### src/rtl/ins_fetch_pkg.sv
// Shared fetch/decode definitions: FSM state encoding, the NOP word, and the
// opcode / immediate-type constants used by decode.
package ins_fetch_pkg;

   typedef enum logic [1:0] {
      ST_FETCH = 2'd0,
      ST_FULL  = 2'd1,
      ST_HALT  = 2'd2
   } fetch_state_e;

   // addi x0, x0, 0
   localparam logic [31:0] INS_NOP = 32'h0000_0013;

   localparam logic [6:0] OPC_LUI    = 7'b0110111;
   localparam logic [6:0] OPC_AUIPC  = 7'b0010111;
   localparam logic [6:0] OPC_JAL    = 7'b1101111;
   localparam logic [6:0] OPC_JALR   = 7'b1100111;
   localparam logic [6:0] OPC_BRANCH = 7'b1100011;
   localparam logic [6:0] OPC_LOAD   = 7'b0000011;
   localparam logic [6:0] OPC_STORE  = 7'b0100011;
   localparam logic [6:0] OPC_OPIMM  = 7'b0010011;
   localparam logic [6:0] OPC_OP     = 7'b0110011;

   typedef enum logic [2:0] {
      IMM_NONE = 3'd0,
      IMM_I    = 3'd1,
      IMM_S    = 3'd2,
      IMM_B    = 3'd3,
      IMM_U    = 3'd4,
      IMM_J    = 3'd5
   } imm_type_e;

   function automatic imm_type_e imm_type_of(input logic [6:0] opc);
      case (opc)
         OPC_LUI, OPC_AUIPC:            return IMM_U;
         OPC_JAL:                       return IMM_J;
         OPC_JALR, OPC_LOAD, OPC_OPIMM: return IMM_I;
         OPC_BRANCH:                    return IMM_B;
         OPC_STORE:                     return IMM_S;
         default:                       return IMM_NONE;
      endcase
   endfunction

endpackage

### src/rtl/ins_fetch_if.sv
// Instruction-memory read bus: request/address out, same-cycle ack/data back.
interface ins_fetch_if;
   logic        mem_req_o;
   logic [31:0] mem_addr_o;
   logic        mem_ack_i;
   logic [31:0] mem_rdata_i;

   modport master (output mem_req_o, output mem_addr_o,
                   input  mem_ack_i, input  mem_rdata_i);
   modport slave  (input  mem_req_o, input  mem_addr_o,
                   output mem_ack_i, output mem_rdata_i);
endinterface

### src/rtl/ins_fetch_ins_buf.sv
// One-entry instruction buffer holding {instruction, pc} plus an occupancy flag.
module ins_buf
   import ins_fetch_pkg::*;
(
   input  logic        clk,
   input  logic        rst,
   input  logic        i_load,
   input  logic        i_clear,
   input  logic [31:0] i_ins,
   input  logic [31:0] i_pc,
   output logic        o_valid,
   output logic [31:0] o_ins,
   output logic [31:0] o_pc
);

   logic        r_valid;
   logic [31:0] r_ins;
   logic [31:0] r_pc;

   always_ff @(posedge clk) begin
      if (rst) begin
         r_valid <= 1'b0;
         r_ins   <= INS_NOP;
         r_pc    <= '0;
      end else if (i_load) begin
         r_valid <= 1'b1;
         r_ins   <= i_ins;
         r_pc    <= i_pc;
      end else if (i_clear) begin
         r_valid <= 1'b0;
      end
   end

   assign o_valid = r_valid;
   assign o_ins   = r_ins;
   assign o_pc    = r_pc;

endmodule

### src/rtl/ins_fetch.sv
// Instruction fetch stage: pc register, FETCH/FULL/HALT control and one-entry buffer.
// Define FETCH_ALIGN_CHECK_EN to halt with a sticky fault on misaligned redirects.
module ins_fetch
   import ins_fetch_pkg::*;
#(
   parameter logic [31:0] RESET_PC = 32'h0000_0000
)(
   input  logic               clk,
   input  logic               rst,
   input  logic               redirect_i,
   input  logic [31:0]        redirect_pc_i,
   ins_fetch_if.master        mem,
   output logic               ins_valid_o,
   output logic [31:0]        ins_o,
   output logic [31:0]        ins_pc_o,
   input  logic               ins_ready_i,
   output logic               fault_o
);

   fetch_state_e r_state;
   fetch_state_e w_state_next;
   logic [31:0]  r_pc;
   logic [31:0]  w_pc_next;
   logic         w_req;
   logic         w_ack;
   logic         w_load;
   logic         w_clear;
   logic         w_misalign;
   logic         w_fault_set;

`ifdef FETCH_ALIGN_CHECK_EN
   logic r_fault;
   assign w_misalign = |redirect_pc_i[1:0];
   assign fault_o    = r_fault;

   always_ff @(posedge clk) begin
      if (rst)              r_fault <= 1'b0;
      else if (w_fault_set) r_fault <= 1'b1;
   end
`else
   assign w_misalign = 1'b0;
   assign fault_o    = 1'b0;
`endif

   // FULL requests only when decode drains the buffer this cycle.
   assign w_req = !rst && ((r_state == ST_FETCH) ||
                           ((r_state == ST_FULL) && ins_ready_i));
   assign w_ack = w_req && mem.mem_ack_i;

   always_comb begin
      w_state_next = r_state;
      w_pc_next    = r_pc;
      w_load       = 1'b0;
      w_clear      = 1'b0;
      w_fault_set  = 1'b0;
      if (r_state == ST_HALT) begin
         w_state_next = ST_HALT;
      end else if (redirect_i) begin
         w_clear = 1'b1;
         if (w_misalign) begin
            w_state_next = ST_HALT;
            w_fault_set  = 1'b1;
         end else begin
            w_pc_next    = redirect_pc_i & 32'hFFFF_FFFC;
            w_state_next = ST_FETCH;
         end
      end else if (w_ack) begin
         w_load       = 1'b1;
         w_pc_next    = r_pc + 32'd4;
         w_state_next = ST_FULL;
      end else if ((r_state == ST_FULL) && ins_ready_i) begin
         w_clear      = 1'b1;
         w_state_next = ST_FETCH;
      end
   end

   always_ff @(posedge clk) begin
      if (rst) begin
         r_state <= ST_FETCH;
         r_pc    <= RESET_PC;
      end else begin
         r_state <= w_state_next;
         r_pc    <= w_pc_next;
      end
   end

   ins_buf u_ins_buf (
      .clk     (clk),
      .rst     (rst),
      .i_load  (w_load),
      .i_clear (w_clear),
      .i_ins   (mem.mem_rdata_i),
      .i_pc    (r_pc),
      .o_valid (ins_valid_o),
      .o_ins   (ins_o),
      .o_pc    (ins_pc_o)
   );

   assign mem.mem_req_o  = w_req;
   assign mem.mem_addr_o = r_pc;

endmodule
### src/flat_wrapper.sv
// flat-port wrapper written by rule: the top's interface ports become plain ports
module ins_fetch_flat import ins_fetch_pkg::*;
#(
   parameter logic [31:0] RESET_PC = 32'h0000_0000
)
  (clk, rst, redirect_i, redirect_pc_i, ins_valid_o, ins_o, ins_pc_o, ins_ready_i, fault_o, mem_mem_req_o, mem_mem_addr_o, mem_mem_ack_i, mem_mem_rdata_i);
  ins_fetch_if mem_i ();
  input  logic clk;
  input  logic rst;
  input  logic redirect_i;
  input  logic [31:0] redirect_pc_i;
  output logic ins_valid_o;
  output logic [31:0] ins_o;
  output logic [31:0] ins_pc_o;
  input  logic ins_ready_i;
  output logic fault_o;
  output wire logic [$bits(mem_i.mem_req_o)-1:0] mem_mem_req_o;
  output wire logic [$bits(mem_i.mem_addr_o)-1:0] mem_mem_addr_o;
  input wire logic [$bits(mem_i.mem_ack_i)-1:0] mem_mem_ack_i;
  input wire logic [$bits(mem_i.mem_rdata_i)-1:0] mem_mem_rdata_i;
  assign mem_mem_req_o = mem_i.mem_req_o;
  assign mem_mem_addr_o = mem_i.mem_addr_o;
  assign mem_i.mem_ack_i = mem_mem_ack_i;
  assign mem_i.mem_rdata_i = mem_mem_rdata_i;
  ins_fetch #(.RESET_PC(RESET_PC)) u_core (.clk(clk), .rst(rst), .redirect_i(redirect_i), .redirect_pc_i(redirect_pc_i), .mem(mem_i), .ins_valid_o(ins_valid_o), .ins_o(ins_o), .ins_pc_o(ins_pc_o), .ins_ready_i(ins_ready_i), .fault_o(fault_o));
endmodule
### config.mk
export PLATFORM = sky130hd
export DESIGN_NAME = ins_fetch_flat
export DESIGN_NICKNAME = d
export VERILOG_FILES = /design/src/rtl/ins_fetch_pkg.sv /design/src/rtl/ins_fetch_if.sv /design/src/rtl/ins_fetch_ins_buf.sv /design/src/rtl/ins_fetch.sv /design/src/flat_wrapper.sv
export SDC_FILE = /design/constraint.sdc
export NUM_CORES = 1
export LEC_CHECK = 0
export ABC_CLOCK_PERIOD_IN_PS = 3000
export CELL_PAD_IN_SITES_DETAIL_PLACEMENT = 0
export CELL_PAD_IN_SITES_GLOBAL_PLACEMENT = 1
export CORE_MARGIN = 2
export CORE_UTILIZATION = 31
export DETAILED_ROUTE_END_ITERATION = 10
export PLACE_DENSITY = 0.9
export SLEW_MARGIN = 20
export SYNTH_ARGS = -nofsm -noshare
export SYNTH_HDL_FRONTEND = slang
export SYNTH_SLANG_ARGS = --single-unit
### constraint.sdc
create_clock -name clk -period 3 [get_ports clk]
set_clock_uncertainty 0.15 [all_clocks]
set_input_delay 0.75 -clock clk [delete_from_list [all_inputs] [get_ports clk]]
set_output_delay 0.75 -clock clk [all_outputs]
set_load 0.005 [all_outputs]
==> run metrics <==
clock transition at the registers of the reported paths=around 0.06 ns; Post-synth EDFFs=0; CP Data Required Time=2.10 ns; Tmin final=about 2.6 ns; area delta synth->final=48.32%; slowest cell delay on critical path=approximately 0.44 ns; Detailed Place HPWL=between 9 and 10 mm; register area share after synthesis=0.4438; CTS tree=done; Die H=between 100 and 150 um; total global routing overflow=0; type of origin of the critical path=primary input; Max clock buf depth=2; initial antenna violation count=0; # rows=42; Worst-Skew Late Latency=0.35 ns; GRT Util Overall=0.1880; # setup viols final=0; Power per Cell Area=480.2 nW/um^2; Syn Inst Count=between 500 and 600; Synth top area share=0.4438; max frequency=between 300 and 400 MHz; most area-consuming cells after synthesis=dfxtp_1 44%, nand2_1 14%, a21oi_1 9.2%; Die X=between 100 and 150 um; Core Region=~13,000 sq um; share of post-route cells with drive strength above 1=0.07627; Buffers & Inverters on Critical Path=2; outcome=finished, final reports clean; vias in the first global route=~4,200; Final GP Congestion=a little over 0.8; WL/cell=15.79 um; CTS Sinks=95; routed vias=4,526; maxcap violations=0; CP Capture Type=primary output; post-layout net count=a little under 800; Yosys reg bits=95; Largest delay share family, worst path=buffers and inverters; post-synthesis cell type count=55; antenna-violating nets left=0; hold depth=2; port bufs=between 150 and 200; routed wire length=between 10 and 15 mm; drt via density=between 5 and 6; most used cells in the layout excluding fill and tap cells=161 x nand2_1, 157 x clkdlybuf4s50_1, 95 x dfxtp_1; RSZ-0062 raised after global routing=no; CP Class=primary input to primary output; # H-tree levels=3; commonest non-fill, non-tap cell in the layout=nand2_1; synthesized area=~4300 sq um; syn avg cell area=between 7 and 8 sq um; IR drop worst, VDD=approximately 0.23 mV; Num CTS Buffers=9; Worst Tran Pin Value=around 0.68 ns; Die Area=14,780 sq um; Initial Utilization=0.3211; Max stage delay cell, worst path=clkdlybuf4s50_1; min-delay worst type=flop to flop; setup TNS=0 ns; YS warnings=0; DR iter-0 viols=just under 300; period utilisation layout=0.8607; area leader, netlist=dfxtp_1; DRC=0; WP depth=4; # IOs=about 170; CTS Root Buffer Type=clkbuf_16; pin count of the biggest net entering global routing=60; global-route wire length before repair=roughly 22 mm; Hold-fix buffers, CTS=0; ys async rst share=0; reg2reg path depth=6; Slew Viols, Final=0; drt pass-1 iters=4; diode count=0; number of fill cells in the layout=~1,300; Synth Flop Type=dfxtp_1; leakage power=between 0.002 and 0.0025 uW; CP arrival=between 1.5 and 2 ns; Layout Cell Area excl Fill=approximately 6400 sq um; CP cell instances=clkdlybuf4s50_1 > nor2b_1 > nor3_1 > dlymetal6s2s_1; area of placed instances=just over 6000 sq um; Hold Violations, Final=0; critical path fanouts, max=3; Worst slew margin=0.5484
[Yosys cell counts (4+ instances only)]
master and count:
inv_1 5, buf_4 5, o21ai_0 11, o22ai_1 4, a31oi_1 7, and3_1 8, a21oi_1 79, clkbuf_1 23
buf_2 8, nand3_1 15, nand2_1 162, o211ai_1 4, nand4_1 8, a211oi_1 4, nor2_1 18, buf_6 4
nor4_1 8, a32o_1 6, dfxtp_1 95, mux2i_1 8, nor3_1 13, o31ai_1 5
[final timing paths]
path	to	slack [ns]	from
worst max-delay path	mem_mem_req_o	0.42	ins_ready_i
worst min-delay path	u_core.u_ins_buf.o_ins[13]	0.30	u_core.u_ins_buf.o_ins[13]
worst max register to register	u_core.mem.mem_addr_o[20]	0.60	u_core.mem.mem_addr_o[2]
worst min register to register	u_core.u_ins_buf.o_ins[13]	0.30	u_core.u_ins_buf.o_ins[13]
[through the flow]
stage	hold WS, ns	total power, uW	util	std cells	setup WS, ns
5_1_grt	0.3212	3184	0.4762	884	0.3470
6_report	0.3029	3052	0.4762	884	0.4178
2_1_floorplan	0.3027	1618	-	553	0.6455
4_1_cts	0.3064	3080	0.4760	884	0.09263
3_5_place_dp	0.2979	1910	0.4535	868	0.1056
3_3_place_gp	0.2924	1896	0.4535	868	0.07357
[repair_timing]
action	in CTS	in global routing
buffers inserted	0	0
gates resized for setup	0	1
endpoints found under the setup margin	0	1
[layout make-up]
type	instances	area, sq um	share of cell area
Clock inverter	5	57.56	0.009055
Tap cell	176	220.2	0.03465
Sequential cell	95	1902	0.2992
Clock buffer	11	242.7	0.03819
Inverter	6	22.52	0.003543
Multi-Input combinational cell	410	2147	0.3378
Timing Repair Buffer	181	1764	0.2776
[report_power, final]
part           leakage [uW]  switching, uW  internal (uW)  total [uW]
clock network      0.000138            503            668        1170
logic               0.00136            210            274         485
registers          0.000778           67.4           1330        1400
[logic make-up (layout without fill, tap and decap cells)]
logic type,Yosys count,in the layout,share of synthesized area
flip-flops,95,95,0.4438
AO/OA/AOI/OAI,143,143,0.2093
adder cells (fa/ha/maj),1,1,0.002919
other,1,5,0.0008751
AND/OR/NAND/NOR,253,253,0.2639
multiplexers,8,8,0.01869
buffers and inverters,48,203,0.06044
[registers in the layout (all words and copies together) (netlist names)]
signal,count
u_core.u_ins_buf.o_ins,32
u_core.mem.mem_addr_o,30
u_core.u_ins_buf.o_pc,30
u_core.r_state,2
u_core.u_ins_buf.o_valid,1
[layer usage]
layer	global-route usage	routed length, um
met5	0	0
met1	0.2409	6006
met4	0.05388	131
met2	0.3051	6697
met3	0.05946	1122
[worst register-to-register path, delay by kind of cell (launching register included)]
family / cells / cell delay, ns
adders and majority gates: 1 / 0.31
AOI/OAI and AO/OA: 1 / 0.26
DFF: 1 / 0.50
and+or+nand+nor: 4 / 1.07
(Power assumes the default switching activity.)
